**src/rtl/dsp_pkg.sv**
```systemverilog
// Shared types and defaults for the DSP audio I/O bank.
// Latency: n/a (types, constants and a constant function only).
// Backpressure: n/a.
package dsp_pkg;

    // Frame handshake states: waiting for a frame, or DSP busy on one.
    typedef enum logic [0:0] {
        ST_IDLE = 1'b0,
        ST_RUN  = 1'b1
    } dsp_state_t;

    localparam int DEF_NUM_CH     = 8;
    localparam int DEF_IO_WIDTH   = 24;
    localparam int DEF_DATA_WIDTH = 36;
    localparam int DEF_HEADROOM   = 4;

    // Left shift that places the codec sample MSB just below the guard bits
    // of the DSP word. The same amount is used for the right shift on writes.
    function automatic int shift_amt(input int data_w, input int io_w, input int headroom);
        return data_w - io_w - headroom;
    endfunction

endpackage

```
**src/rtl/dsp_io_saturate.sv**
```systemverilog
// Reduces a signed word to a narrower signed word (clamp or two's-complement wrap).
// Latency: combinational, zero cycles.
// Backpressure: none; pure function of the input.
// Build option: DSP_IO_SATURATE_EN selects clamping; undefined selects wrap with clipped tied low.
module dsp_io_saturate #(
    parameter int IN_W  = 36,
    parameter int OUT_W = 24
) (
    input  logic [IN_W-1:0]  din,
    output logic [OUT_W-1:0] dout,
    output logic             clipped
);

`ifdef DSP_IO_SATURATE_EN
    localparam int EXT = IN_W - OUT_W;

    logic sign;
    logic fits;

    assign sign = din[IN_W-1];
    // Value fits when every bit from the output sign bit upward matches the input sign.
    assign fits = (din[IN_W-1:OUT_W-1] == {(EXT + 1){sign}});

    // Pass through when representable, otherwise pin to the rail on the sign's side.
    always_comb begin
        dout    = din[OUT_W-1:0];
        clipped = 1'b0;
        if (!fits) begin
            clipped = 1'b1;
            if (sign) begin
                dout = {1'b1, {(OUT_W - 1){1'b0}}};
            end else begin
                dout = {1'b0, {(OUT_W - 1){1'b1}}};
            end
        end
    end
`else
    // Upper bits are simply discarded in wrap mode.
    logic unused_upper;
    assign unused_upper = ^din[IN_W-1:OUT_W];

    // Keep the low bits; overflow wraps and is never flagged.
    always_comb begin
        dout    = din[OUT_W-1:0];
        clipped = 1'b0;
    end
`endif

endmodule

```
**src/rtl/dsp_io_bank.sv**
```systemverilog
// Double-banked codec <-> DSP sample exchange with frame handshake and sticky status.
// Latency: reads return one cycle after rd_en; writes reach audio_outputs at the next frame_tick.
// Backpressure: none; reads/writes accepted every cycle, a frame_tick while busy flags overrun.
// Build option: DSP_IO_SATURATE_EN clamps written samples and enables sat_err; otherwise wrap.
module dsp_io_bank
    import dsp_pkg::*;
#(
    parameter int NUM_CH     = DEF_NUM_CH,
    parameter int IO_WIDTH   = DEF_IO_WIDTH,
    parameter int DATA_WIDTH = DEF_DATA_WIDTH,
    parameter int HEADROOM   = DEF_HEADROOM,
    parameter int AW         = $clog2(NUM_CH) + 1
) (
    input  logic                               clk,
    input  logic                               reset_n,
    input  logic                               frame_tick,
    input  logic [NUM_CH-1:0][IO_WIDTH-1:0]    audio_inputs,
    output logic [NUM_CH-1:0][IO_WIDTH-1:0]    audio_outputs,
    input  logic [AW-1:0]                      rd_addr,
    input  logic                               rd_en,
    output logic [DATA_WIDTH-1:0]              rd_data,
    input  logic [AW-1:0]                      wr_addr,
    input  logic                               wr_en,
    input  logic [DATA_WIDTH-1:0]              wr_data,
    output logic                               dsp_start,
    input  logic                               dsp_done,
    output logic                               overrun,
    output logic                               addr_err,
    output logic                               sat_err,
    input  logic                               clr_status
);

    localparam int SHIFT = shift_amt(DATA_WIDTH, IO_WIDTH, HEADROOM);

    // Sample storage: snapshot of the codec inputs and the DSP-written staging bank.
    logic [NUM_CH-1:0][IO_WIDTH-1:0] in_bank;
    logic [NUM_CH-1:0][IO_WIDTH-1:0] stage_bank;

    // Address decode. NUM_CH is a power of two, so the top address bit alone
    // marks an out-of-range channel.
    logic rd_ok;
    logic rd_bad;
    logic wr_ok;
    logic wr_bad;

    assign rd_ok  = rd_en & ~rd_addr[AW-1];
    assign rd_bad = rd_en &  rd_addr[AW-1];
    assign wr_ok  = wr_en & ~wr_addr[AW-1];
    assign wr_bad = wr_en &  wr_addr[AW-1];

    // Read path: sign-extend the stored sample and align it under the guard bits.
    logic signed [IO_WIDTH-1:0]   rd_sample;
    logic signed [DATA_WIDTH-1:0] rd_wide;

    assign rd_sample = in_bank[rd_addr[AW-2:0]];
    assign rd_wide   = DATA_WIDTH'(rd_sample) <<< SHIFT;

    // Write path: drop the fractional LSBs, then reduce to codec width.
    logic signed [DATA_WIDTH-1:0] wr_shift;
    logic [IO_WIDTH-1:0]          wr_sample;
    logic                         wr_clip;

    assign wr_shift = $signed(wr_data) >>> SHIFT;

    dsp_io_saturate #(
        .IN_W  (DATA_WIDTH),
        .OUT_W (IO_WIDTH)
    ) u_sat (
        .din     (wr_shift),
        .dout    (wr_sample),
        .clipped (wr_clip)
    );

    // Frame handshake FSM signals.
    dsp_state_t state;
    dsp_state_t state_nxt;
    logic       start_nxt;
    logic       ovr_set;

    // Next state: a tick starts a frame from IDLE; a done (even with a
    // coincident tick) ends the current frame; a tick alone while busy is an overrun.
    always_comb begin
        state_nxt = state;
        start_nxt = 1'b0;
        ovr_set   = 1'b0;
        case (state)
            ST_IDLE: begin
                if (frame_tick) begin
                    state_nxt = ST_RUN;
                    start_nxt = 1'b1;
                end
            end
            ST_RUN: begin
                if (dsp_done) begin
                    if (frame_tick) begin
                        start_nxt = 1'b1;
                    end else begin
                        state_nxt = ST_IDLE;
                    end
                end else if (frame_tick) begin
                    ovr_set = 1'b1;
                end
            end
            default: begin
                state_nxt = ST_IDLE;
            end
        endcase
    end

    // FSM state register and the registered one-cycle start pulse.
    always_ff @(posedge clk or negedge reset_n) begin
        if (!reset_n) begin
            state     <= ST_IDLE;
            dsp_start <= 1'b0;
        end else begin
            state     <= state_nxt;
            dsp_start <= start_nxt;
        end
    end

    // Frame boundary: capture codec inputs and publish the staging bank.
    always_ff @(posedge clk or negedge reset_n) begin
        if (!reset_n) begin
            in_bank       <= '0;
            audio_outputs <= '0;
        end else if (frame_tick) begin
            in_bank       <= audio_inputs;
            audio_outputs <= stage_bank;
        end
    end

    // DSP writes into staging; a write on a tick cycle misses this frame's copy
    // because the copy above samples the pre-write contents.
    always_ff @(posedge clk or negedge reset_n) begin
        if (!reset_n) begin
            stage_bank <= '0;
        end else if (wr_ok) begin
            stage_bank[wr_addr[AW-2:0]] <= wr_sample;
        end
    end

    // DSP read port: registered, holds its value when idle, zero for bad addresses.
    always_ff @(posedge clk or negedge reset_n) begin
        if (!reset_n) begin
            rd_data <= '0;
        end else if (rd_ok) begin
            rd_data <= rd_wide;
        end else if (rd_bad) begin
            rd_data <= '0;
        end
    end

    // Sticky status: a set event in the same cycle outranks clr_status.
    always_ff @(posedge clk or negedge reset_n) begin
        if (!reset_n) begin
            overrun  <= 1'b0;
            addr_err <= 1'b0;
            sat_err  <= 1'b0;
        end else begin
            if (ovr_set) begin
                overrun <= 1'b1;
            end else if (clr_status) begin
                overrun <= 1'b0;
            end

            if (rd_bad || wr_bad) begin
                addr_err <= 1'b1;
            end else if (clr_status) begin
                addr_err <= 1'b0;
            end

            if (wr_ok && wr_clip) begin
                sat_err <= 1'b1;
            end else if (clr_status) begin
                sat_err <= 1'b0;
            end
        end
    end

endmodule

```
**config.mk**
```make
export PLATFORM = sky130hd
export DESIGN_NAME = dsp_io_bank
export DESIGN_NICKNAME = d
export VERILOG_FILES = /design/src/rtl/dsp_pkg.sv /design/src/rtl/dsp_io_saturate.sv /design/src/rtl/dsp_io_bank.sv
export SDC_FILE = /design/constraint.sdc
export NUM_CORES = 1
export LEC_CHECK = 0
export BUFFER_PORTS_ARGS = -buffer_cell sky130_fd_sc_hd__buf_2
export CAP_MARGIN = 20
export CORE_MARGIN = 2
export CORE_UTILIZATION = 52
export CTS_CLUSTER_SIZE = 24
export DETAILED_ROUTE_END_ITERATION = 8
export PLACE_DENSITY_LB_ADDON = 0.3
export SLEW_MARGIN = 20
export SYNTH_ARGS = -nofsm -noshare
export SYNTH_HDL_FRONTEND = slang
export SYNTH_SLANG_ARGS = --single-unit
```
**constraint.sdc**
```tcl
create_clock -name clk -period 1.6 [get_ports clk]
set_input_delay 0.24 -clock clk [delete_from_list [all_inputs] [get_ports clk]]
set_output_delay 0.24 -clock clk [all_outputs]
set_load 0.02 [all_outputs]
```
==> flow_summary.json, run 1 <==
{
  "grt_max_degree": 78,
  "max-vdd-ir-drop_v": 0.00113,
  "drc": 0,
  "fillers": 2971,
  "drt_wl_total_um": 66600,
  "slew_headroom_pct": 64.7,
  "syn_area_um2": 24100,
  "hold_path.class": "in -> reg",
  "whs_ps": 29.9,
  "die_height_um": 219,
  "wl_per_cell_um": 23.4,
  "gp_congestion": 0.861,
  "antenna_found_initial": 3,
  "finalSetupViolCount": 0,
  "cts.clk_slew.worst_paths_ps": 60,
  "clk_latency_ps": 630,
  "postCtsSetupBuffers": 0,
  "syn_inst": 1479,
  "synth-edff-count": 0,
  "grt_pass1_wl_um": 99900,
  "max_cap_viol_count": 0,
  "cp_slowest_stage_delay_ps": 470,
  "yosysWarnings": 0,
  "synth.most_common_cell": "dfrtp_1",
  "synth_top_area_share_pct": 62.7,
  "postLayoutCoreUtil_pct": 69.8,
  "hold_viol_final": 0,
  "core_area_um2": 45600,
  "worstMarginPinSlew_ps": 516,
  "netlist_top_cells_count": "604 x dfrtp_1, 592 x mux2_2, 49 x buf_2",
  "floorplan.initialDensity_pct": 52.9,
  "syn_avg_cell_area_um2": 16.3,
  "clockBufferDepth": 3,
  "critPathLaunch": "rd_data[34]$_DFFE_PN0P_",
  "die_area_um2": 48100,
  "end_kind": "output pin",
  "cts_tree": "built",
  "netlist-cell-type-count": 31,
  "gr-total-overflow": 0,
  "min_period_ps": 1540,
  "nets": 2445,
  "pwr_density_cell_nw_per_um2": 1370,
  "drt_iter0_drc": 914,
  "row_count": 78,
  "totalPowerFinal_mw": 43.5,
  "slowest_stage": "dfrtp_2",
  "start_kind": "flip-flop",
  "hold_start": "wr_data[14]",
  "layout-drive-gt1-share_pct": 57.2,
  "arrival_ps": 1300,
  "fmax_mhz": 648,
  "clockRootBuffer": "clkbuf_16",
  "crit_buf_inv": 1,
  "async_flop_share_pct": 100,
  "synth-seq-cells": 604,
  "ant_nets": 0,
  "grt_pass1_vias": 16886,
  "worstPathCellList": "buf_2",
  "synth_top_area_cell": "dfrtp_1",
  "htree_num_levels": 2,
  "skew_ps": 13.1,
  "synth-seq-area-share_pct": 62.7,
  "path_delay_family": "flip-flops",
  "drtPass1Iterations": 5,
  "route.vias.total": 15371,
  "post-route-period-util_pct": 96.4,
  "numPortBuffers": 453,
  "worstSetupPathType": "reg -> out",
  "vias_per_cell": 5.39,
  "hpwlAfterDp_um": 44500,
  "fin_setup_tns_ps": 0,
  "crit_fanout": 6,
  "rsz0062_at_grt": "no",
  "yosys-top-cells-area": "dfrtp_1 63%, mux2_2 28%, mux4_2 2.1%",
  "syn_to_final_growth_pct": 32.0,
  "r2r-start": "in_bank[108]$_DFFE_PN0P_",
  "grt.total_usage_pct": 27.8,
  "die_x_um": 219,
  "drv_slew": 0,
  "pin_count": 475,
  "synth-main-ff-cell": "dfrtp_1",
  "p_leak_nw": 14.8,
  "cts.sink_count": 604,
  "cts_buffers": 59,
  "status": "completed",
  "cp.required_ps": 1360
}
## layer usage
metal,routed length (µm),up-vias,global-route usage [%]
li1,-,6745,-
met1,26300,7965,34.3
met2,33000,530,46.5
met3,4540,129,6.76
met4,2860,2,12.7
met5,11,-,0
## through the flow
stage                     area (µm²)  instances  setup slack [ps]
after global routing           31800       2847              31.7
final                          31800       2850              57.2
after CTS                      31800       2847              38.0
after global placement         27700       2534             -65.3
after detailed placement       27700       2534             -68.8
after floorplan                24100       1487              86.3
## cell usage in the layout, fill, tap and decap left out, types with 6 or more instances in the layout
cell type      synthesis  routed
a2111oi_0              6       6
mux2_2               592     592
mux2_4                20      20
buf_4                 24      60
nor2_1                20      19
clkbuf_8               0      12
clkinv_2               0      14
o32ai_1               18      18
buf_2                 49     450
mux4_2                22      22
clkbuf_16              0      59
o41ai_1                6       6
nand2b_1              10      10
a211oi_1               6       6
inv_1                 21      21
o22ai_1               19      19
dlygate4sd3_1          0     207
dfrtp_1              604     602
clkbuf_1              19      11
nor2b_1               18      18
buf_12                 0      34
conb_1                 1       9
## flip-flops by register name, indices dropped and copies added (netlist names)
name	flops
state	1
in_bank	192
dsp_start	1
rd_data	24
audio_outputs	192
overrun	1
stage_bank	192
addr_err	1
## where the power goes
part           total, mW  switching (mW)  internal [mW]
Combinational       9.30            4.83           4.47
Sequential          20.1            1.73           18.3
Clock               14.2            6.00           8.16
## worst paths after layout
kind                       slack, ps                         end  cells past startpoint
min in group asynchronous        120    in_bank[150]$_DFFE_PN0P_                      2
max in group asynchronous        680     rd_data[34]$_DFFE_PN0P_                      3
hold reg to reg                  490     rd_data[27]$_DFFE_PN0P_                      2
setup reg to reg                 190     rd_data[20]$_DFFE_PN0P_                      4
setup / recovery                  60                 rd_data[33]                      1
hold / removal                    30  stage_bank[30]$_DFFE_PN0P_                      2
## cell type report
class	count	area [µm²]	area share, %
Tap cell	600	751	2.36
Clock inverter	24	304	0.956
Sequential cell	604	15100	47.5
Clock buffer	82	1680	5.29
Inverter	21	78.8	0.248
Timing Repair Buffer	753	5490	17.2
Multi-Input combinational cell	763	8380	26.3
Antenna cell	3	7.51	0.0236
## kinds of logic after synthesis
logic type	share of synthesized area [%]
AOI/OAI and AO/OA	1.82
buffers and inverters	2.72
DFF	62.7
muxes	31.2
other	0.0156
and+or+nand+nor	1.54
## repair_timing
item                                   in CTS  in global routing
setup endpoints to repair                   5                  1
hold buffers                              207                  0
pin swaps                                   0                  0
endpoints found under the hold margin     730                  0
resized for setup                           1                  1
(Power assumes the default switching activity.)
==> run 2, diff against run 1 <==
--- a/config.mk
+++ b/config.mk
@@ -8,7 +8,7 @@
 export BUFFER_PORTS_ARGS = -buffer_cell sky130_fd_sc_hd__buf_2
 export CAP_MARGIN = 20
 export CORE_MARGIN = 2
-export CORE_UTILIZATION = 52
+export CORE_UTILIZATION = 30
 export CTS_CLUSTER_SIZE = 24
 export DETAILED_ROUTE_END_ITERATION = 8
 export PLACE_DENSITY_LB_ADDON = 0.3
@@ -16,3 +16,4 @@
 export SYNTH_ARGS = -nofsm -noshare
 export SYNTH_HDL_FRONTEND = slang
 export SYNTH_SLANG_ARGS = --single-unit
+export TNS_END_PERCENT = 10
==> constraint.sdc (replaced) <==
create_clock -name clk -period 1.74 [get_ports clk]
set_input_delay 0.261 -clock clk [delete_from_list [all_inputs] [get_ports clk]]
set_output_delay 0.261 -clock clk [all_outputs]
set_load 0.02 [all_outputs]
==> flow_summary.json, run 2 (synthesis gave the netlist of run 1 again) <==
{
  "hpwlAfterDp_um": 48200,
  "drt_iter0_drc": 604,
  "fmax_mhz": 671,
  "wl_met1_um": 27900,
  "htree_num_levels": 3,
  "cts_tree": "built",
  "row_count": 103,
  "worstMarginPinSlew_ps": 508,
  "core_area_um2": 79300,
  "crit_fanout": 6,
  "final_common_cell": "dfrtp_1",
  "drc": 0,
  "pwr_density_cell_nw_per_um2": 1290,
  "top_regs": "audio_outputs x192, in_bank x192, stage_bank x192",
  "numPortBuffers": 453,
  "arrival_ps": 1230,
  "finalNonFillerCells": 3332,
  "p_leak_nw": 15.1,
  "finalSetupViolCount": 0,
  "max_cap_viol_count": 0,
  "drtPass1Iterations": 5,
  "clockBufferDepth": 3,
  "hold_viol_final": 0,
  "route.vias.total": 15208,
  "skew_ps": 33.8,
  "slew_headroom_pct": 65.3,
  "nets": 2468,
  "pin_count": 475,
  "cts.sink_count": 604,
  "clk_latency_ps": 620,
  "ff_latch_area_um2": 15100,
  "antenna_found_initial": 1,
  "post-route-period-util_pct": 85.6,
  "min_period_ps": 1490,
  "cts_buffers": 71,
  "clockRootBuffer": "clkbuf_16",
  "dp.cells": 3003,
  "vias_per_cell": 4.56,
  "postLayoutCoreUtil_pct": 41.5,
  "grt_max_degree": 99,
  "grt_pass1_vias": 16690,
  "status": "completed",
  "path_delay_family": "flip-flops",
  "grt.total_usage_pct": 16.3,
  "cts_resized": 0,
  "start_kind": "flip-flop",
  "ant_nets": 0,
  "worst_slack_ps": 250,
  "hold_path.class": "in -> reg",
  "drt_wl_total_um": 68200,
  "diodes": 0,
  "layout-drive-gt1-share_pct": 58.1,
  "fillers": 7250,
  "max-vdd-ir-drop_v": 0.000835,
  "slowest_stage": "dfrtp_1",
  "worstSetupPathType": "reg -> out",
  "end_kind": "output pin",
  "syn_to_final_growth_pct": 36.4,
  "cp_slowest_stage_delay_ps": 420,
  "worstPathCellList": "buf_2",
  "gp_congestion": 0.859,
  "die_area_um2": 82600,
  "dr.max_layer_used": "met5",
  "multi_input_area_um2": 8380,
  "floorplan.initialDensity_pct": 30.4,
  "most-common-layout-cells": "604 x dfrtp_1, 592 x mux2_2, 450 x buf_2, 199 x dlygate4sd3_1, 85 x buf_4",
  "final_cell_area_um2": 32900,
  "drv_slew": 0,
  "crit_buf_inv": 1,
  "wl_met2_um": 33600,
  "dpl_worst_slack_ps": -54.7,
  "grt_pass1_wl_um": 102000,
  "place_area_um2": 28400,
  "gr-total-overflow": 0,
  "die_x_um": 287,
  "cp.required_ps": 1480,
  "cts.clk_slew.worst_paths_ps": 60,
  "die_height_um": 287,
  "rsz0062_at_grt": "no",
  "wl_per_cell_um": 20.5,
  "routed-wl-met3_um": 5320
}
run 2: worst paths after layout:
path	cells after the start	startpoint	end	slack [ps]
min in group asynchronous	2	reset_n	in_bank[25]$_DFFE_PN0P_	110
worst max-delay path	1	rd_data[34]$_DFFE_PN0P_	rd_data[31]	250
worst min register to register	1	stage_bank[68]$_DFFE_PN0P_	audio_outputs[68]$_DFFE_PN0P_	480
max in group asynchronous	3	reset_n	stage_bank[182]$_DFFE_PN0P_	750
worst min-delay path	2	wr_data[21]	stage_bank[61]$_DFFE_PN0P_	40
worst max register to register	4	in_bank[132]$_DFFE_PN0P_	rd_data[20]$_DFFE_PN0P_	300
run 2: power breakdown:
part | total, mW | internal (mW) | switching (mW)
clock | 15.4 | 9.19 | 6.20
sequential | 18.3 | 16.9 | 1.41
combinational | 8.59 | 4.11 | 4.49
run 2: routing by layer:
metal,GRT usage [%],vias to the layer above
met5,0,-
met4,4.41,2
met3,5.37,86
met2,27.8,407
met1,19.8,7883
li1,-,6830
run 2: area by class of cell:
type                       count  area share [%]
tap                         1050            4.00
clock inverter                29            1.31
inverter                      21           0.240
multi-input combinational    763            25.5
clock buffer                 101            6.30
sequential                   604            46.0
timing repair buffer         764            16.7
run 2: repair_timing:
action | in CTS | in global routing
hold buffers | 199 | 0
setup buffers | 0 | 0
endpoints found under the setup margin | 0 | 0
hold endpoints to repair | 413 | 0
run 2: metrics by stage:
stage               TNS, ps  hold WS, ps  power, mW
global placement      -39.4          171       26.6
CTS                       0        0.507       42.9
finish                    0         36.2       42.2
detailed placement    -54.7          171       26.9
floorplan                 0        -34.6       23.1
global route              0         20.1       44.3
==> run 3, diff against run 2 <==
==> constraint.sdc (replaced) <==
create_clock -name clk -period 1.9 [get_ports clk]
set_input_delay 0.285 -clock clk [delete_from_list [all_inputs] [get_ports clk]]
set_output_delay 0.285 -clock clk [all_outputs]
set_load 0.02 [all_outputs]
==> flow_summary.json, run 3 (synthesis gave the netlist of run 1 again) <==
{
  "numPortBuffers": 453,
  "die_height_um": 287,
  "antenna_found_initial": 4,
  "htree_num_levels": 3,
  "worstPathCellList": "dlygate4sd3_1 > buf_2 > buf_4 > a22oi_1 > o21ai_0 > dlygate4sd3_1",
  "route.vias.total": 15052,
  "clockRootBuffer": "clkbuf_16",
  "fillers": 7338,
  "ant_nets": 0,
  "worst_slack_ps": 130,
  "arrival_ps": 2290,
  "syn_to_final_growth_pct": 35.7,
  "drt_iter0_drc": 581,
  "gp_congestion": 0.820,
  "drc": 0,
  "hpwlAfterDp_um": 47500,
  "cp_slowest_stage_delay_ps": 580,
  "path_common_cell": "dlygate4sd3_1",
  "pin_count": 475,
  "layout-drive-gt1-share_pct": 57.6,
  "worstSetupPathType": "in -> reg",
  "grt_max_degree": 85,
  "worstMarginPinSlew_ps": 515,
  "cts_tree": "built",
  "rsz0062_at_grt": "no",
  "hold_viol_final": 0,
  "timing.rr.end": "rd_data[20]$_DFFE_PN0P_",
  "max_cap_viol_count": 0,
  "slowest_stage": "dlygate4sd3_1",
  "multi_input_area_um2": 8380,
  "core_area_um2": 79300,
  "top_regs": "audio_outputs x192, in_bank x192, stage_bank x192",
  "final_cell_area_um2": 32700,
  "fmax_mhz": 565,
  "clk_latency_ps": 640,
  "postCtsSetupBuffers": 0,
  "nets": 2443,
  "start_kind": "primary input",
  "final_common_cell": "dfrtp_1",
  "cts.clk_slew.worst_paths_ps": 60,
  "finalSetupViolCount": 0,
  "fin_setup_tns_ps": 0,
  "status": "completed",
  "r2r_setup_slack_ps": 450,
  "hold_path.class": "in -> reg",
  "skew_ps": 36.7,
  "hold_depth": 2,
  "die_x_um": 287,
  "r2r_cells": 4,
  "most-common-layout-cells": "604 x dfrtp_1, 592 x mux2_2, 450 x buf_2, 199 x dlygate4sd3_1, 70 x clkbuf_16",
  "clockBufferDepth": 3,
  "drv_slew": 0,
  "max-vdd-ir-drop_v": 0.000705,
  "end_kind": "flip-flop",
  "hold_start": "wr_data[21]",
  "crit_buf_inv": 4,
  "grt.total_usage_pct": 16.3,
  "diodes": 0,
  "floorplan.initialDensity_pct": 30.4,
  "cts_buffers": 70,
  "grt_pass1_vias": 16761,
  "vias_per_cell": 4.56,
  "drt_wl_total_um": 68400,
  "hold_end": "stage_bank[61]$_DFFE_PN0P_",
  "row_count": 103,
  "drtPass1Iterations": 4,
  "p_leak_nw": 15.0,
  "dpl_worst_slack_ps": 73.7,
  "r2r-start": "in_bank[132]$_DFFE_PN0P_",
  "cp.required_ps": 2420,
  "pwr_density_cell_nw_per_um2": 1190,
  "slew_headroom_pct": 65.7,
  "place_area_um2": 28200,
  "wl_per_cell_um": 20.7,
  "critPathLaunch": "rd_en",
  "post-route-period-util_pct": 93.2,
  "min_period_ps": 1770,
  "crit_fanout": 15,
  "cts.sink_count": 604,
  "die_area_um2": 82600,
  "path_delay_family": "buffers and inverters",
  "gr-total-overflow": 0,
  "ff_latch_area_um2": 15100,
  "grt_pass1_wl_um": 102000
}
==> run 3: cell count changes in the layout (fill, tap and decap cells not counted), sizes merged <==
cell / previous run / this run
buf: 565 / 541
clkinvlp: 4 / 0
bufinv: 5 / 8
clkbuf: 101 / 98
clkinv: 17 / 16
==> run 3: cell type report <==
class                      count  area share [%]
sequential                   604            46.2
timing repair buffer         740            16.2
clock buffer                  98            6.20
multi-input combinational    763            25.6
clock inverter                27            1.48
inverter                      21           0.241
tap                         1050            4.02
==> run 3: how the worst max path moves through the flow <==
stage / to / cells past startpoint
3_5_place_dp: rd_data[27]$_DFFE_PN0P_ / 5
2_1_floorplan: stage_bank[123]$_DFFE_PN0P_ / 4
3_3_place_gp: rd_data[20]$_DFFE_PN0P_ / 7
6_report: addr_err$_DFFE_PN0P_ / 6
4_1_cts: addr_err$_DFFE_PN0P_ / 6
5_1_grt: addr_err$_DFFE_PN0P_ / 6
==> run 3: power by group <==
group / switching (mW) / total (mW) / internal (mW)
clock: 5.74 / 14.4 / 8.66
combinational: 4.08 / 7.81 / 3.73
sequential: 1.30 / 16.7 / 15.4
total: 11.1 / 38.9 / 27.8
==> run 3: through the flow <==
| step | utilization, % | total power, mW | hold slack, ps | instances |
|---|---|---|---|---|
| floorplan | - | 21.2 | -10.6 | 1487 |
| global placement | 35.6 | 24.3 | 200 | 2979 |
| detailed placement | 35.6 | 24.5 | 204 | 2979 |
| CTS | 41.3 | 39.5 | 18.7 | 3303 |
| global route | 41.3 | 40.8 | 40.9 | 3303 |
| finish | 41.3 | 38.9 | 59.9 | 3303 |
==> run 3: repair_timing <==
item | CTS | global route
gates resized for setup | 0 | 0
endpoints found under the hold margin | 480 | 0
hold buffers | 199 | 0
==> run 3: worst register-to-register path, delay by kind of cell (launching register included) <==
kind | cells | cell delay (ps)
AOI/OAI and AO/OA | 1 | 90
buffers and inverters | 1 | 150
DFF | 1 | 380
muxes | 1 | 540
and+or+nand+nor | 1 | 140
==> run 3: metal layers <==
metal	GRT usage (%)	up-vias	share of wire, %
met4	5.13	4	2.6
met1	19.2	7751	40
li1	-	6751	-
met3	5.72	110	8.5
met5	0	-	0.020
met2	27.9	436	49
